[src/rtl/serial_adder_acc.sv]
// Purpose: multi-cycle add/subtract/accumulate, CHUNK bits per cycle through one ripple slice.
// Latency: START sampled at edge k -> DONE pulse, new S/COUT/OVF visible after edge k+WIDTH/CHUNK.
// Backpressure: READY low while busy; START with READY low is dropped (no queueing).
//
// Ports:
//   CLK, RST_N      clock, asynchronous active-low reset
//   START, OP, A, B, CIN   operation request (OP: 00 A+B+CIN, 01 A-B, 10 S+B+CIN, 11 S-B)
//   READY           idle and able to accept START
//   DONE            one-cycle pulse when S/COUT/OVF update
//   S, COUT, OVF    result/accumulator, carry-out (1 = no borrow on subtract), signed overflow
module serial_adder_acc #(
    parameter int WIDTH = 16,
    parameter int CHUNK = 4
) (
    input  logic             CLK,
    input  logic             RST_N,
    input  logic             START,
    input  logic [1:0]       OP,
    input  logic [WIDTH-1:0] A,
    input  logic [WIDTH-1:0] B,
    input  logic             CIN,
    output logic             READY,
    output logic             DONE,
    output logic [WIDTH-1:0] S,
    output logic             COUT,
    output logic             OVF
);

    localparam int NCH = WIDTH / CHUNK;
    localparam int CW  = (NCH > 1) ? $clog2(NCH) : 1;
    localparam int IW  = $clog2(WIDTH);
    localparam logic [CW-1:0] LAST = CW'(NCH - 1);

    typedef enum logic {
        IDLE = 1'b0,
        BUSY = 1'b1
    } state_t;

    state_t          state, state_nxt;
    logic [CW-1:0]   cnt;
    logic [IW-1:0]   base;
    logic [WIDTH-1:0] x_q, y_q, res_q, res_nxt;
    logic            carry_q;
    logic [CHUNK-1:0] x_sl, y_sl;
    logic [CHUNK:0]  sl_sum;
    logic            msb_cin;
    logic            accept;
    logic            last;

    assign accept = (state == IDLE) && START;
    assign last   = (state == BUSY) && (cnt == LAST);

    // Slice datapath: one CHUNK-bit ripple add on the slice selected by the counter.
    always_comb begin
        base    = IW'(cnt) * IW'(CHUNK);
        x_sl    = x_q[base +: CHUNK];
        y_sl    = y_q[base +: CHUNK];
        sl_sum  = {1'b0, x_sl} + {1'b0, y_sl} + {{CHUNK{1'b0}}, carry_q};
        res_nxt = res_q;
        res_nxt[base +: CHUNK] = sl_sum[CHUNK-1:0];
        // Carry into the slice MSB recovered from its sum bit: s = x ^ y ^ cin.
        msb_cin = sl_sum[CHUNK-1] ^ x_sl[CHUNK-1] ^ y_sl[CHUNK-1];
    end

    always_ff @(posedge CLK or negedge RST_N) begin
        if (!RST_N) begin
            state <= IDLE;
        end else begin
            state <= state_nxt;
        end
    end

    always_comb begin
        state_nxt = state;
        READY     = 1'b0;
        case (state)
            IDLE: begin
                READY = 1'b1;
                if (START) begin
                    state_nxt = BUSY;
                end
            end
            BUSY: begin
                if (cnt == LAST) begin
                    state_nxt = IDLE;
                end
            end
            default: state_nxt = IDLE;
        endcase
    end

    always_ff @(posedge CLK or negedge RST_N) begin
        if (!RST_N) begin
            cnt     <= '0;
            x_q     <= '0;
            y_q     <= '0;
            res_q   <= '0;
            carry_q <= 1'b0;
            S       <= '0;
            COUT    <= 1'b0;
            OVF     <= 1'b0;
            DONE    <= 1'b0;
        end else begin
            DONE <= 1'b0;
            if (accept) begin
                // Accumulate reads S as registered now, including a result written on this DONE cycle.
                x_q     <= OP[1] ? S : A;
                // Subtract is X + ~B + 1.
                y_q     <= OP[0] ? ~B : B;
                carry_q <= OP[0] | CIN;
                cnt     <= '0;
            end else if (state == BUSY) begin
                res_q   <= res_nxt;
                carry_q <= sl_sum[CHUNK];
                cnt     <= cnt + CW'(1);
                if (last) begin
                    S    <= res_nxt;
                    COUT <= sl_sum[CHUNK];
                    OVF  <= msb_cin ^ sl_sum[CHUNK];
                    DONE <= 1'b1;
                end
            end
        end
    end

endmodule

[config.mk]
export PLATFORM = sky130hd
export DESIGN_NAME = serial_adder_acc
export DESIGN_NICKNAME = d
export VERILOG_FILES = /design/src/rtl/serial_adder_acc.sv
export SDC_FILE = /design/constraint.sdc
export NUM_CORES = 1
export LEC_CHECK = 0
export BUFFER_PORTS_ARGS = -buffer_cell sky130_fd_sc_hd__buf_2
export CORE_AREA = 3 3 91 93
export DETAILED_ROUTE_END_ITERATION = 8
export DIE_AREA = 0 0 94 96
export PLACE_DENSITY = 0.77
export SYNTH_ARGS = -nofsm -noshare
export SYNTH_HDL_FRONTEND = slang
export SYNTH_SLANG_ARGS = --single-unit
export TNS_END_PERCENT = 5
[constraint.sdc]
create_clock -name CLK -period 2.9 [get_ports CLK]
set_input_delay 0.58 -clock CLK [delete_from_list [all_inputs] [get_ports CLK]]
set_output_delay 0.58 -clock CLK [all_outputs]
set_load 0.01 [all_outputs]
==> results.tsv, run 1 <==
stage	metric	value	unit
route	Met1 Wirelength	3.69	mm
yosys	Mapped Cells	325	
power	Lkg Pwr	1.88	nW
die	Rows	32	
die	die height	96	microns
route	vias per cell	5.28	
placed_design	RD Place Congestion	0.840	
route	number of remaining DRC errors	0	
power	power share of the combinational group	45.5	%
sta	FMAX	357	MHz
worst_setup_path	slowest CP cell	mux4_2	
cells_and_area	area grow syn2layout	18.7	%
worst_setup_path	critical path, cell by cell	mux4_2 -> fa_1 -> inv_1 -> fa_1 -> nor2b_1 -> o21a_1 -> or3_1 -> a22oi_1 -> nand3b_1	
yosys	Mapped Nets	373	
grt	initial antenna violation count	0	
cells_and_area	Post-Layout Cell Count	488	
route	WL met2	3.83	mm
flow_run	max-cap check violation count	0	
grt	first-pass GRT wire length	13.4	mm
die	full die area	9020	sq um
route	met3 WL	415	microns
clock_tree	root buffer cell	clkbuf_8	
power	Sequential Power Share	35.6	%
worst_hold_path	Worst Hold Class	input port to async pin	
cells_and_area	layout cells sized above 1	24.1	%
die	Initial Utilization	43.9	%
placed_design	Placed Instances	470	
worst_setup_path	CP Capture Type	register	
run_status	status	completed	
power	P_sw	2.02	mW
sta	max-slew violations	0	
route	post-route ant nets	0	
worst_setup_path	CP most frequent cell	fa_1	
worst_setup_path	CP Data Required Time	3190	ps
clock_tree	total clock buffers created by CTS	9	
clock_tree	worst-skew pair later-pin latency	360	ps
route	total wire length	8.03	mm
grt	vias in the first global route	2636	
yosys	post-synthesis register bit count	67	
power	internal power	2.69	mW
power	worst IR drop on VDD	0.667	mV
route	DR pass1 iterations	4	
clock_tree	CTS tree	yes	
sta	Fin Clk Skew	9.92	ps
yosys	Syn Area/Cell	10.3	sq um
clock_tree	clock sink count	67	
grt	largest net degree at the start of global routing	66	
worst_setup_path	CP Max Fanout	7	
sta	Tcrit/Tclk final	96.5	%
die	Die Wd	94	microns
route	wire per inst	16.5	microns
cells_and_area	Net count, final	429	
placed_design	DP Worst Slack	60.5	ps
yosys	Yosys warning total	0	
die	Ports	58	
yosys	Post-Syn Area	3340	sq um
grt	GRT Residual Overflow	0	
worst_setup_path	max incr delay on CP	540	ps
yosys	register area share after synthesis	50.2	%
grt	Total GRT Usage	19.7	%
worst_setup_path	CP bufs+invs	1	
sta	setup_tns	0	ps
sta	setup violators final	0	
sta	Final Critical Period	2800	ps
sta	worst-margin pin slew	766	ps
worst_setup_path	CP top delay family	adder cells	
cells_and_area	most frequent cells in the layout	73 x nand2_1, 65 x dfrtp_1, 62 x o21ai_0, 57 x buf_2, 17 x xnor2_1	
worst_setup_path	CP Class	register to register	
yosys	Synth Flop Type	dfrtp_1	
clock_tree	maximum buffer depth of the clock tree	2	
route	total vias in the final route	2576	
clock_tree	clock slew at reported path FFs	80	ps
sta	Rel. slew slack	48.9	%
yosys	distinct cell type count after synthesis	35	
worst_setup_path	crit path launch type	register	
sta	RSZ-0062 raised after global routing	no	
yosys	Synth async-reset ratio	100	%
placed_design	quantity of I/O buffers inserted on ports	57	
cells_and_area	diode count	0	
die	core box area	7610	sq um
power	Clock Power Share	19.0	%
worst_setup_path	WP data arrival	3090	ps
sta	setup ws final	103	ps
placed_design	dpl hpwl	5.93	mm
yosys	Post-synth EDFFs	0	
power	sw frac	43.0	%
sta	Hold Fails Final Rpt	0	
cells_and_area	commonest non-fill, non-tap cell in the layout	nand2_1	
power	PwrDens	1190	nW/um^2
route	top layer in use	met4	
clock_tree	H-tree levels	3	
route	Initial DRC Count	174	
## synth_stat cells (all sizes together) (2+ instances only)
cell type	number	area, sq um
a22oi	13	97.6
fa	2	40.0
nor2	2	7.51
clkbuf	15	66.3
buf	4	18.8
a32o	3	30.0
o21ai	63	315
xnor2	17	149
and3	2	12.5
or3	3	18.8
mux2i	16	160
dfrtp	67	1680
ha	8	100
mux4	8	180
nor4b	2	38.8
and2	2	12.5
nand2	73	274
inv	11	41.3
## logic make-up after synthesis
kind of cell,Yosys count,share of synthesized area [%]
AOI/OAI and AO/OA,86,14.9
xor gates and xnor gates,18,4.72
adders and majority gates,10,4.19
buffers and inverters,30,3.78
DFF,67,50.2
muxes,24,10.2
and+or+nand+nor,90,12.0
## timing repair
item,CTS,global route
hold buffers,0,0
setup endpoints to repair,0,8
gates resized for setup,0,4
setup buffers,0,2
## routing by layer
metal / up-vias / GRT usage [%]
li1: 1238 / -
met1: 1258 / 26.4
met2: 70 / 31.7
met3: 10 / 4.93
met4: 0 / 6.14
met5: - / 0
## worst register-to-register path, delay by kind of cell (launching register included)
kind / cells / cell delay (ps)
multiplexers: 1 / 540
AO/OA/AOI/OAI: 2 / 390
buffers and inverters: 1 / 90
adder cells (fa/ha/maj): 2 / 710
flip-flops: 1 / 450
AND/OR/NAND/NOR: 3 / 550
## flip-flops by register name (all words and copies together), names as in the netlist
name     cells
cnt          2
COUT         1
state        1
x_q         16
DONE         1
res_q       12
carry_q      1
OVF          1
S           16
y_q         16
## through the flow
stage | total power [mW] | instance area, sq um | utilization (%) | hold WS (ps)
finish | 4.71 | 3970 | 52.1 | 292
global route | 5.06 | 3970 | 52.1 | 351
CTS | 4.67 | 3950 | 51.9 | 323
detailed placement | 3.76 | 3720 | 48.9 | 469
global placement | 3.65 | 3720 | 48.9 | 461
floorplan | 3.02 | 3340 | - | 284
## path summary, 6_finish.rpt
kind	startpoint	endpoint	slack (ps)	cells past startpoint
setup / recovery	cnt[0]	OVF	100	9
hold reg to reg	res_q[5]	res_q[5]	480	2
hold / removal	RST_N	x_q[7]	290	1
setup reg to reg	cnt[0]	OVF	100	9
max in group asynchronous	RST_N	S[3]	1970	2
min in group CLK	START	cnt[1]	480	2
## cell type report
cell class	count	area [sq um]
Multi-Input combinational cell	228	1540
Fill cell	698	3640
Inverter	11	41.3
Tap cell	102	128
Clock buffer	11	141
Sequential cell	67	1680
Clock inverter	5	85.1
Timing Repair Buffer	64	350
## power groups by stage
stage / sequential, mW / combinational [mW] / clock, mW
global route: 1.72 / 2.38 / 0.953
floorplan: 1.57 / 1.45 / 0
CTS: 1.67 / 2.10 / 0.900
global placement: 1.67 / 1.98 / 0
finish: 1.68 / 2.14 / 0.893
detailed placement: 1.68 / 2.08 / 0
(Power assumes the default switching activity.)
==> inputs of run 2 (changes only) <==
- CORE_AREA: 3 3 91 93 -> 3 3 86 88
- DIE_AREA: 0 0 94 96 -> 0 0 89 91
- PLACE_DENSITY: 0.77 -> 0.84
==> results.tsv, run 2 (synthesized netlist as in run 1, its figures left out) <==
stage	metric	value	unit
worst_setup_path	R2R depth	8	
clock_tree	maximum buffer depth of the clock tree	2	
cells_and_area	area grow syn2layout	17.1	%
cells_and_area	sequential standard cell area	1680	sq um
grt	Most Used Layer, Global Route	met2	
sta	FMAX	361	MHz
cells_and_area	area of the multi-input gates	1540	sq um
cells_and_area	Net count, final	429	
sta	worst hold margin	120	ps
worst_setup_path	CP Class	register to register	
die	full die area	8100	sq um
placed_design	Placed Instances	450	
die	Initial Utilization	49.7	%
power	P_sw	1.99	mW
clock_tree	worst-skew pair later-pin latency	350	ps
power	Sequential Power Share	36.4	%
sta	worst-margin pin slew	535	ps
sta	Tcrit/Tclk final	95.4	%
route	vias per cell	5.73	
placed_design	quantity of I/O buffers inserted on ports	57	
worst_setup_path	RR Endpoint	S[7]	
route	total wire length	7.94	mm
clock_tree	hold_buf cts	0	
grt	Total GRT Usage	21.2	%
cells_and_area	Post-Layout Cell Count	466	
clock_tree	total clock buffers created by CTS	9	
cells_and_area	Design Area, Final	3910	sq um
flow_run	max-cap check violation count	0	
cells_and_area	fillers	567	
power	Final Power	4.62	mW
grt	largest net degree at the start of global routing	62	
worst_hold_path	Worst Hold Class	input port to async pin	
worst_setup_path	crit path launch type	register	
die	Die Wd	89	microns
grt	initial antenna violation count	0	
worst_setup_path	CP Max Fanout	7	
clock_tree	clock slew at reported path FFs	70	ps
sta	max-slew violations	0	
clock_tree	clock sink count	67	
route	DR pass1 iterations	5	
placed_design	dpl hpwl	5.89	mm
sta	setup_tns	0	ps
worst_setup_path	CP Capture Type	register	
power	internal power	2.63	mW
power	sw frac	43.1	%
grt	first-pass GRT wire length	13.0	mm
sta	Fin Clk Skew	6.85	ps
cells_and_area	largest registers	S (16), x_q (16), y_q (16)	
power	power share of the combinational group	46.0	%
grt	grt met3 use	4.99	%
grt	met1 Usage GRT	28.5	%
route	total vias in the final route	2671	
cells_and_area	diode count	0	
die	die height	91	microns
grt	GRT Residual Overflow	0	
grt	vias in the first global route	2630	
sta	Final Critical Period	2770	ps
clock_tree	root buffer cell	clkbuf_8	
die	core box area	6720	sq um
sta	Rel. slew slack	64.2	%
cells_and_area	commonest non-fill, non-tap cell in the layout	nand2_1	
clock_tree	H-tree levels	3	
sta	setup violators final	0	
power	PwrDens	1180	nW/um^2
worst_setup_path	R2R Setup Slk	130	ps
cells_and_area	most frequent cells in the layout	73 x nand2_1, 66 x dfrtp_1, 62 x o21ai_0, 57 x buf_2, 17 x xnor2_1	
run_status	status	completed	
grt	GRT met2 Usage	32.4	%
placed_design	RD Place Congestion	0.884	
route	number of remaining DRC errors	0	
power	worst IR drop on VDD	0.668	mV
placed_design	Post-DP Area	3690	sq um
die	Ports	58	
route	Initial DRC Count	181	
worst_setup_path	CP Data Required Time	3130	ps
cells_and_area	layout cells sized above 1	24.1	%
worst_setup_path	reg2reg start	cnt[0]	
route	wire per inst	17.0	microns
clock_tree	Post CTS Setup Buffer Count	0	
die	Rows	30	
worst_setup_path	WP data arrival	3000	ps
sta	Hold Fails Final Rpt	0	
clock_tree	CTS tree	yes	
power	Lkg Pwr	1.87	nW
power	Clock Power Share	17.6	%
route	post-route ant nets	0	
[run 2: final cells by class]
cell class | instances | share of cell area [%]
flip-flops and latches | 67 | 42.9
multi-input cells | 228 | 39.5
repair buffers | 64 | 8.63
clock buffers | 11 | 3.87
well taps | 80 | 2.56
clock inverters | 5 | 1.57
inverters | 11 | 1.05
[run 2: metal layers]
| metal | part of all wire (%) | wire [microns] | vias to the layer above |
|---|---|---|---|
| met1 | 41 | 3270 | 1295 |
| met3 | 7.8 | 617 | 23 |
| li1 | - | - | 1241 |
| met5 | 0 | 0 | - |
| met4 | 2.6 | 209 | 0 |
| met2 | 48 | 3840 | 112 |
[run 2: how the worst max path moves through the flow]
stage | depth (start not counted) | slack [ps] | from | endpoint
finish | 8 | 130 | cnt[0] | S[7]
global route | 8 | -0.6 | cnt[0] | S[11]
CTS | 8 | 50 | cnt[0] | OVF
detailed placement | 8 | 120 | cnt[0] | S[11]
global placement | 8 | 240 | cnt[0] | S[11]
floorplan | 10 | 170 | cnt[0] | OVF
[run 2: power by group through the flow]
stage / Clock, mW / Combinational [mW] / Sequential (mW)
final: 0.813 / 2.13 / 1.68
after global routing: 0.865 / 2.37 / 1.72
after CTS: 0.829 / 2.07 / 1.67
after detailed placement: 0 / 2.05 / 1.68
after global placement: 0 / 1.98 / 1.66
after floorplan: 0 / 1.45 / 1.57
[run 2: repair_timing]
item	in CTS	in global routing
setup endpoints to repair	0	5
resized for setup	0	3
hold endpoints to repair	0	0
[run 2: worst max-delay path: stages (launching register included)]
cell and delay, ps:
dfrtp_1 440, buf_4 220, mux4_2 510, ha_1 390, and3_1 190, or3_4 400
and2_1 230, a22oi_1 160, o21ai_0 100
[run 2: metrics by stage]
stage,utilization (%),worst slack (ps)
after detailed placement,55.0,120
after floorplan,-,167
after global placement,55.0,239
final,58.2,132
after global routing,58.2,-0.581
after CTS,58.2,46.9
